### config.mk
export PLATFORM = sky130hd
export DESIGN_NAME = uart_frame_tx
export DESIGN_NICKNAME = d
export VERILOG_FILES = /design/src/rtl/uart_frame_pkg.sv /design/src/rtl/uart_frame_fifo.sv /design/src/rtl/uart_frame_tx.sv
export SDC_FILE = /design/constraint.sdc
export NUM_CORES = 1
export LEC_CHECK = 0
export CORE_UTILIZATION = 56
export CTS_CLUSTER_DIAMETER = 40
export DETAILED_ROUTE_END_ITERATION = 10
export GPL_TIMING_DRIVEN = 0
export HOLD_SLACK_MARGIN = 0.1
export PLACE_DENSITY = 0.85
export SETUP_SLACK_MARGIN = 0.1
export SLEW_MARGIN = 20
export SYNTH_ARGS = -nofsm -noshare
export SYNTH_HDL_FRONTEND = slang
export SYNTH_SLANG_ARGS = --single-unit
### constraint.sdc
create_clock -name clk -period 4.26 [get_ports clk]
set_clock_uncertainty 0.1 [all_clocks]
set_input_delay 0.852 -clock clk [delete_from_list [all_inputs] [get_ports clk]]
set_output_delay 0.852 -clock clk [all_outputs]
set_load 0.05 [all_outputs]
### src/rtl/uart_frame_pkg.sv
//------------------------------------------------------------------------------
// Module   : uart_frame_pkg
// Brief    : Shared types, default header bytes and CRC-16/CCITT-FALSE helper
//            for the UART frame transmitter.
// Revision : 1.0
//------------------------------------------------------------------------------
`default_nettype none

package uart_frame_pkg;

    typedef enum logic [2:0] {
        ST_IDLE  = 3'd0,
        ST_HDR0  = 3'd1,
        ST_HDR1  = 3'd2,
        ST_LEN   = 3'd3,
        ST_PLD   = 3'd4,
        ST_CHK_H = 3'd5,
        ST_CHK_L = 3'd6,
        ST_WAIT  = 3'd7
    } state_e;

    localparam logic [7:0]  SYNC0_DEFAULT = 8'hEB;
    localparam logic [7:0]  SYNC1_DEFAULT = 8'h90;
    localparam logic [15:0] CRC16_POLY    = 16'h1021;
    localparam logic [15:0] CRC16_INIT    = 16'hFFFF;

    // MSB-first bytewise update, no reflection.
    function automatic logic [15:0] crc16_update(input logic [15:0] crc,
                                                 input logic [7:0]  data);
        logic [15:0] c;
        c = crc ^ {data, 8'h00};
        for (int i = 0; i < 8; i++) begin
            c = c[15] ? ((c << 1) ^ CRC16_POLY) : (c << 1);
        end
        return c;
    endfunction

endpackage

`default_nettype wire

### src/rtl/uart_frame_fifo.sv
//------------------------------------------------------------------------------
// Module   : uart_frame_fifo
// Brief    : Synchronous first-word-fall-through byte FIFO with occupancy count.
// Revision : 1.0
//------------------------------------------------------------------------------
`default_nettype none

module uart_frame_fifo #(
    parameter int unsigned DEPTH = 64
) (
    input  logic                     clk,
    input  logic                     rst_n,
    input  logic                     wr_en_i,
    input  logic [7:0]               wr_data_i,
    input  logic                     rd_en_i,
    output logic [7:0]               rd_data_o,
    output logic                     full_o,
    output logic                     empty_o,
    output logic [$clog2(DEPTH):0]   level_o
);

    localparam int AW = $clog2(DEPTH);
    localparam logic [AW:0] FULL_LEVEL = (AW+1)'(DEPTH);

    logic [7:0]    mem_q [DEPTH];
    logic [AW-1:0] wr_ptr_q;
    logic [AW-1:0] rd_ptr_q;
    logic [AW:0]   count_q;
    logic          do_wr;
    logic          do_rd;

    assign full_o  = (count_q == FULL_LEVEL);
    assign empty_o = (count_q == '0);
    // A push into a full FIFO is dropped even when a pop happens in the same cycle.
    assign do_wr   = wr_en_i && !full_o;
    assign do_rd   = rd_en_i && !empty_o;

    always_ff @(posedge clk) begin
        if (!rst_n) begin
            wr_ptr_q <= '0;
            rd_ptr_q <= '0;
            count_q  <= '0;
        end else begin
            if (do_wr) wr_ptr_q <= wr_ptr_q + 1'b1;
            if (do_rd) rd_ptr_q <= rd_ptr_q + 1'b1;
            count_q <= count_q + (AW+1)'(do_wr) - (AW+1)'(do_rd);
        end
    end

    always_ff @(posedge clk) begin
        if (do_wr) mem_q[wr_ptr_q] <= wr_data_i;
    end

    assign rd_data_o = mem_q[rd_ptr_q];
    assign level_o   = count_q;

endmodule

`default_nettype wire

### src/rtl/uart_frame_tx.sv
//------------------------------------------------------------------------------
// Module   : uart_frame_tx
// Brief    : Wraps FIFO payload as SYNC0 SYNC1 LEN payload checksum and drives
//            the byte-level UART transmit handshake. Define UART_FRAME_CRC16_EN
//            for a CRC-16/CCITT-FALSE trailer instead of the 8-bit sum.
// Revision : 1.0
//------------------------------------------------------------------------------
`default_nettype none

module uart_frame_tx
    import uart_frame_pkg::*;
#(
    parameter int unsigned DEPTH = 64,
    parameter logic [7:0]  SYNC0 = SYNC0_DEFAULT,
    parameter logic [7:0]  SYNC1 = SYNC1_DEFAULT
) (
    input  logic                   clk,
    input  logic                   rst_n,
    input  logic [7:0]             wr_data,
    input  logic                   wr_en,
    output logic                   full,
    output logic                   wr_ovf,
    output logic [$clog2(DEPTH):0] level,
    input  logic [7:0]             frame_len,
    input  logic                   frame_start,
    output logic                   busy,
    output logic                   frame_done,
    output logic                   frame_err,
    output logic [7:0]             tx_data,
    output logic                   tx_data_ready,
    input  logic                   tx_status,
    input  logic                   tx_over
);

`ifdef UART_FRAME_CRC16_EN
    localparam int CHK_W = 16;
    localparam logic [CHK_W-1:0] CHK_INIT = CRC16_INIT;
    localparam state_e CHK_FIRST = ST_CHK_H;
`else
    localparam int CHK_W = 8;
    localparam logic [CHK_W-1:0] CHK_INIT = '0;
    localparam state_e CHK_FIRST = ST_CHK_L;
`endif

    state_e             state_q, state_d;
    state_e             ret_q, ret_d;
    logic [7:0]         cnt_q, cnt_d;
    logic [CHK_W-1:0]   chk_q, chk_d;
    logic [7:0]         txd_q, txd_d;
    logic               busy_q, busy_d;
    logic               done_q, done_d;
    logic               err_q, err_d;
    logic               ovf_q;

    logic               emit;
    logic [7:0]         emit_byte;
    state_e             emit_next;
    logic               launch;
    logic               pop;
    logic [7:0]         fifo_rd_data;
    logic               fifo_full;
    logic               fifo_empty;
    logic [$clog2(DEPTH):0] fifo_level;
    logic               len_bad;

    uart_frame_fifo #(.DEPTH(DEPTH)) u_fifo (
        .clk       (clk),
        .rst_n     (rst_n),
        .wr_en_i   (wr_en),
        .wr_data_i (wr_data),
        .rd_en_i   (pop),
        .rd_data_o (fifo_rd_data),
        .full_o    (fifo_full),
        .empty_o   (fifo_empty),
        .level_o   (fifo_level)
    );

    assign len_bad = (frame_len == 8'd0) || (9'(frame_len) > 9'(fifo_level));

    always_comb begin
        state_d   = state_q;
        ret_d     = ret_q;
        cnt_d     = cnt_q;
        chk_d     = chk_q;
        txd_d     = txd_q;
        busy_d    = busy_q;
        done_d    = 1'b0;
        err_d     = 1'b0;
        emit      = 1'b0;
        emit_byte = txd_q;
        emit_next = state_q;
        pop       = 1'b0;

        case (state_q)
            ST_IDLE: begin
                if (frame_start) begin
                    if (len_bad) begin
                        err_d = 1'b1;
                    end else begin
                        cnt_d   = frame_len;
                        chk_d   = CHK_INIT;
                        busy_d  = 1'b1;
                        state_d = ST_HDR0;
                    end
                end
            end
            ST_HDR0: begin
                emit      = 1'b1;
                emit_byte = SYNC0;
                emit_next = ST_HDR1;
            end
            ST_HDR1: begin
                emit      = 1'b1;
                emit_byte = SYNC1;
                emit_next = ST_LEN;
            end
            ST_LEN: begin
                // The counter still holds the latched length here.
                emit      = 1'b1;
                emit_byte = cnt_q;
                emit_next = ST_PLD;
            end
            ST_PLD: begin
                emit      = !fifo_empty;
                emit_byte = fifo_rd_data;
                emit_next = (cnt_q == 8'd1) ? CHK_FIRST : ST_PLD;
            end
            ST_CHK_H: begin
`ifdef UART_FRAME_CRC16_EN
                emit      = 1'b1;
                emit_byte = chk_q[15:8];
                emit_next = ST_CHK_L;
`else
                state_d   = ST_IDLE;
                busy_d    = 1'b0;
`endif
            end
            ST_CHK_L: begin
                emit      = 1'b1;
                emit_byte = chk_q[7:0];
                emit_next = ST_IDLE;
            end
            ST_WAIT: begin
                if (tx_over) begin
                    state_d = ret_q;
                    if (ret_q == ST_IDLE) begin
                        done_d = 1'b1;
                        busy_d = 1'b0;
                    end
                end
            end
            default: begin
                state_d = ST_IDLE;
                busy_d  = 1'b0;
            end
        endcase

        launch = emit && !tx_status;
        if (launch) begin
            txd_d   = emit_byte;
            ret_d   = emit_next;
            state_d = ST_WAIT;
            if (state_q == ST_PLD) begin
                pop   = 1'b1;
                cnt_d = cnt_q - 8'd1;
`ifdef UART_FRAME_CRC16_EN
                chk_d = crc16_update(chk_q, fifo_rd_data);
`else
                chk_d = chk_q + fifo_rd_data;
`endif
            end
        end
    end

    always_ff @(posedge clk) begin
        if (!rst_n) begin
            state_q <= ST_IDLE;
            ret_q   <= ST_IDLE;
            cnt_q   <= 8'd0;
            chk_q   <= '0;
            txd_q   <= 8'h00;
            busy_q  <= 1'b0;
            done_q  <= 1'b0;
            err_q   <= 1'b0;
            ovf_q   <= 1'b0;
        end else begin
            state_q <= state_d;
            ret_q   <= ret_d;
            cnt_q   <= cnt_d;
            chk_q   <= chk_d;
            txd_q   <= txd_d;
            busy_q  <= busy_d;
            done_q  <= done_d;
            err_q   <= err_d;
            ovf_q   <= wr_en && fifo_full;
        end
    end

    // The launch cycle presents the new byte; otherwise the in-flight byte is held.
    assign tx_data       = launch ? emit_byte : txd_q;
    assign tx_data_ready = launch;
    assign full          = fifo_full;
    assign level         = fifo_level;
    assign wr_ovf        = ovf_q;
    assign busy          = busy_q;
    assign frame_done    = done_q;
    assign frame_err     = err_q;

endmodule

`default_nettype wire
==> impl_results.md <==
* Status: finished, violations left
* Failing checks: negative setup slack
* Buffers on Ports at 42
* Main synth FF type: edfxtp_1
* Clock network power share at 0.339
* Most common cell after layout, fill and taps aside: edfxtp_1
* Seq pwr share at 0.448
* PD cells at 523 nW/um^2
* Setup TNS at -2.95 ns
* Clock H-tree levels at 2
* CP Class: flip-flop to output port
* Antenna violations before repair at 2
* Reg clk slew, reported paths at 0.06 ns
* Final nets at 1457
* Final WS setup at -0.399 ns
* Num rows at 73
* P&R area growth vs syn at 18.1%
* Internal Pwr Total at slightly above 0.01 W
* Pleak at approximately 8.6 nW
* Total power at 0.0142 W
* Die footprint at 42000 sq um
* Final Max Slew Viols at 0
* Number of synthesized flops with an enable pin at 512
* Top cell type's share of synthesized area at 0.667
* Slew headroom at 0.212
* Worst-Margin Slew at 1.18 ns
* Max FO, Critical Path at 7
* CTS tree: built
* Switching power at 0.00409 W
* Cells after Synth at 1248
* Area leader, netlist: edfxtp_1
* Syn Std Cell Area at 23100 sq um
* Final core utilization at 0.678
* Pin count of the biggest net entering global routing at 53
* FF+latch count, synth at about 570
* Core box area at 40200 sq um
* Syn Area/Cell at 18.5 sq um
* CP Launch Type: flip-flop
* Sequential fraction of the synthesis area at 0.718
* Drt first pass iters at 9
* Total gr overflow at 0
* Fraction of the cycle the final worst path needs at 1.09
* Hold Crit Depth at 2
* Routed Antenna Nets at 0
* Min-delay worst type: flip-flop to flip-flop
* Synthesized Nets at 1299
* Fraction of layout cells with a size suffix above 1 at 0.286
* DRC viols at 0
* Vias at around 14k
* Switching Share at 0.287
* Total Routing Usage GR at 0.317
* Asr flop ratio synth at 0
* Die width at 205 microns
* First-pass GRT wire length at 92600 microns
* Initial Utilization at 0.574
* Critical Path End Type: output port
* Via/cell ratio at 7.12
* Avg WL per Cell at 34.5 microns
* Placed cell count at about 1.8k
* Die Ht at 205 microns
* CTS Buf Count at 57
* Routed WL at 68300 microns
* Number of global-route vias before repair at 13.7k
* CP Data Required Time at about 3.3 ns
* Commonest non-fill, non-tap cells in the layout: 512 x edfxtp_1, 156 x mux4_2, 106 x nor2_1
* Max-cap viol count at 0
* DP HPWL at 36400 microns
* Fin cells at 1977
* Clock Path Buffers at 3
* Combinational power share at 0.213
* Clock Tree Root: clkbuf_16
* Crit path arrival time at 3.71 ns
* Final worst path period need at 4.66 ns
* Routability cong. at 0.949
* Synth warn at 0
* Fmax at 215 MHz
* Leading post-synthesis cells by cell area: edfxtp_1 67%, mux4_2 15%, dfxtp_1 5.1%, nor2_1 1.8%, ha_1 1.5%
* Maximum VDD drop at 0.428 mV
* R2R cell count at 17
* Sink Count at 571
* Skew-Pair Late Insertion Delay at 0.62 ns
* # IOs at 43
* CTS Hold Bufs at 0
* RSZ-0062 raised after global routing: yes
* Final setup vio count at 10
* 1st-iter DRT viols at 2665
* Cell variety after synth at 62
* Hold Violations, Final at 0
[state kept, by name (all words and copies together), names as in the netlist, 3 cells and up, named ones only]
name,count
ret_q,3
u_fifo.wr_ptr_q,6
u_fifo.level_o,7
chk_q,8
state_q,3
txd_q,8
u_fifo.mem_q,512
cnt_q,8
u_fifo.rd_ptr_q,6
[through the flow]
step	setup WS (ns)	hold slack, ns	cell area [sq um]
6_report	-0.399	0.376	27200
5_1_grt	-0.450	0.399	27200
4_1_cts	-0.293	0.374	26800
3_5_place_dp	-1.66	0.367	24300
3_3_place_gp	-1.56	0.358	24200
2_1_floorplan	0.120	0.344	23100
[final cells by class]
type                       count  area, sq um
clock inverter                34          241
buffer                        67          642
clock buffer                  70         1500
sequential                   571        16600
tap                          525          657
timing repair buffer         101         1130
inverter                      24         93.8
antenna                        1         2.50
multi-input combinational    584         6400
fill                        2349        13000
[worst max-delay path, stage by stage (launching register included)]
cell and delay [ns]:
dfxtp_2 0.35, buf_12 0.17, buf_12 0.15, buf_4 0.12, mux4_2 0.54, mux4_2 0.52, mux2i_4 0.26, o21ai_4 0.12
a222oi_1 0.50, o21ai_1 0.19, buf_6 0.19
[kinds of logic (layout without fill, tap and decap cells)]
kind of cell / after synthesis / after routing / share of synthesized area
other: 0 / 1 / 0
multiplexers: 169 / 169 / 0.158
buffers and inverters: 93 / 296 / 0.0185
AO/OA/AOI/OAI: 108 / 108 / 0.0300
adder cells (fa/ha/maj): 29 / 29 / 0.0164
flip-flops: 571 / 571 / 0.718
AND/OR/NAND/NOR: 258 / 258 / 0.0513
XOR/XNOR: 20 / 20 / 0.00760
[routing by layer]
metal	track usage	wire, microns	part of all wire
met1	0.388	21800	0.32
met2	0.510	32100	0.47
met5	0	11	0.00016
met4	0.172	5330	0.078
met3	0.0937	8980	0.13
[final timing paths]
kind              from          to  slack [ns]
max          flip-flop  tx_data[1]       -0.40
min               busy        busy        0.38
max reg2reg  flip-flop    chk_q[7]       -0.25
min reg2reg       busy        busy        0.38
[Yosys cell counts (all sizes together) (8+ instances only)]
| cell type | instances |
|---|---|
| dfxtp | 59 |
| xor2 | 8 |
| nand3 | 23 |
| buf | 36 |
| mux4 | 156 |
| nor2b | 15 |
| and2 | 12 |
| edfxtp | 512 |
| nor3 | 16 |
| inv | 23 |
| xnor2 | 12 |
| nand2 | 49 |
| mux2i | 10 |
| nor2 | 112 |
| a21oi | 35 |
| a211oi | 10 |
| clkbuf | 33 |
| ha | 27 |
| o21ai | 20 |
[timing repair]
item                                    in CTS  in global routing
hold endpoints to repair                     0                  0
endpoints found under the setup margin      23                 14
buffers inserted                            19                 25
pin swaps                                   17                 17
gates resized for setup                    187                 41
cloned                                       4                  3
[power groups by stage]
stage                     sequential, W  combinational [W]  clock (W)
after floorplan                 0.00656            0.00159          0
after global placement          0.00649            0.00233          0
after detailed placement        0.00649            0.00242          0
after CTS                       0.00638            0.00275    0.00473
after global routing            0.00640            0.00319    0.00502
final                           0.00638            0.00303    0.00483
Power figures use the tool's default switching activity.
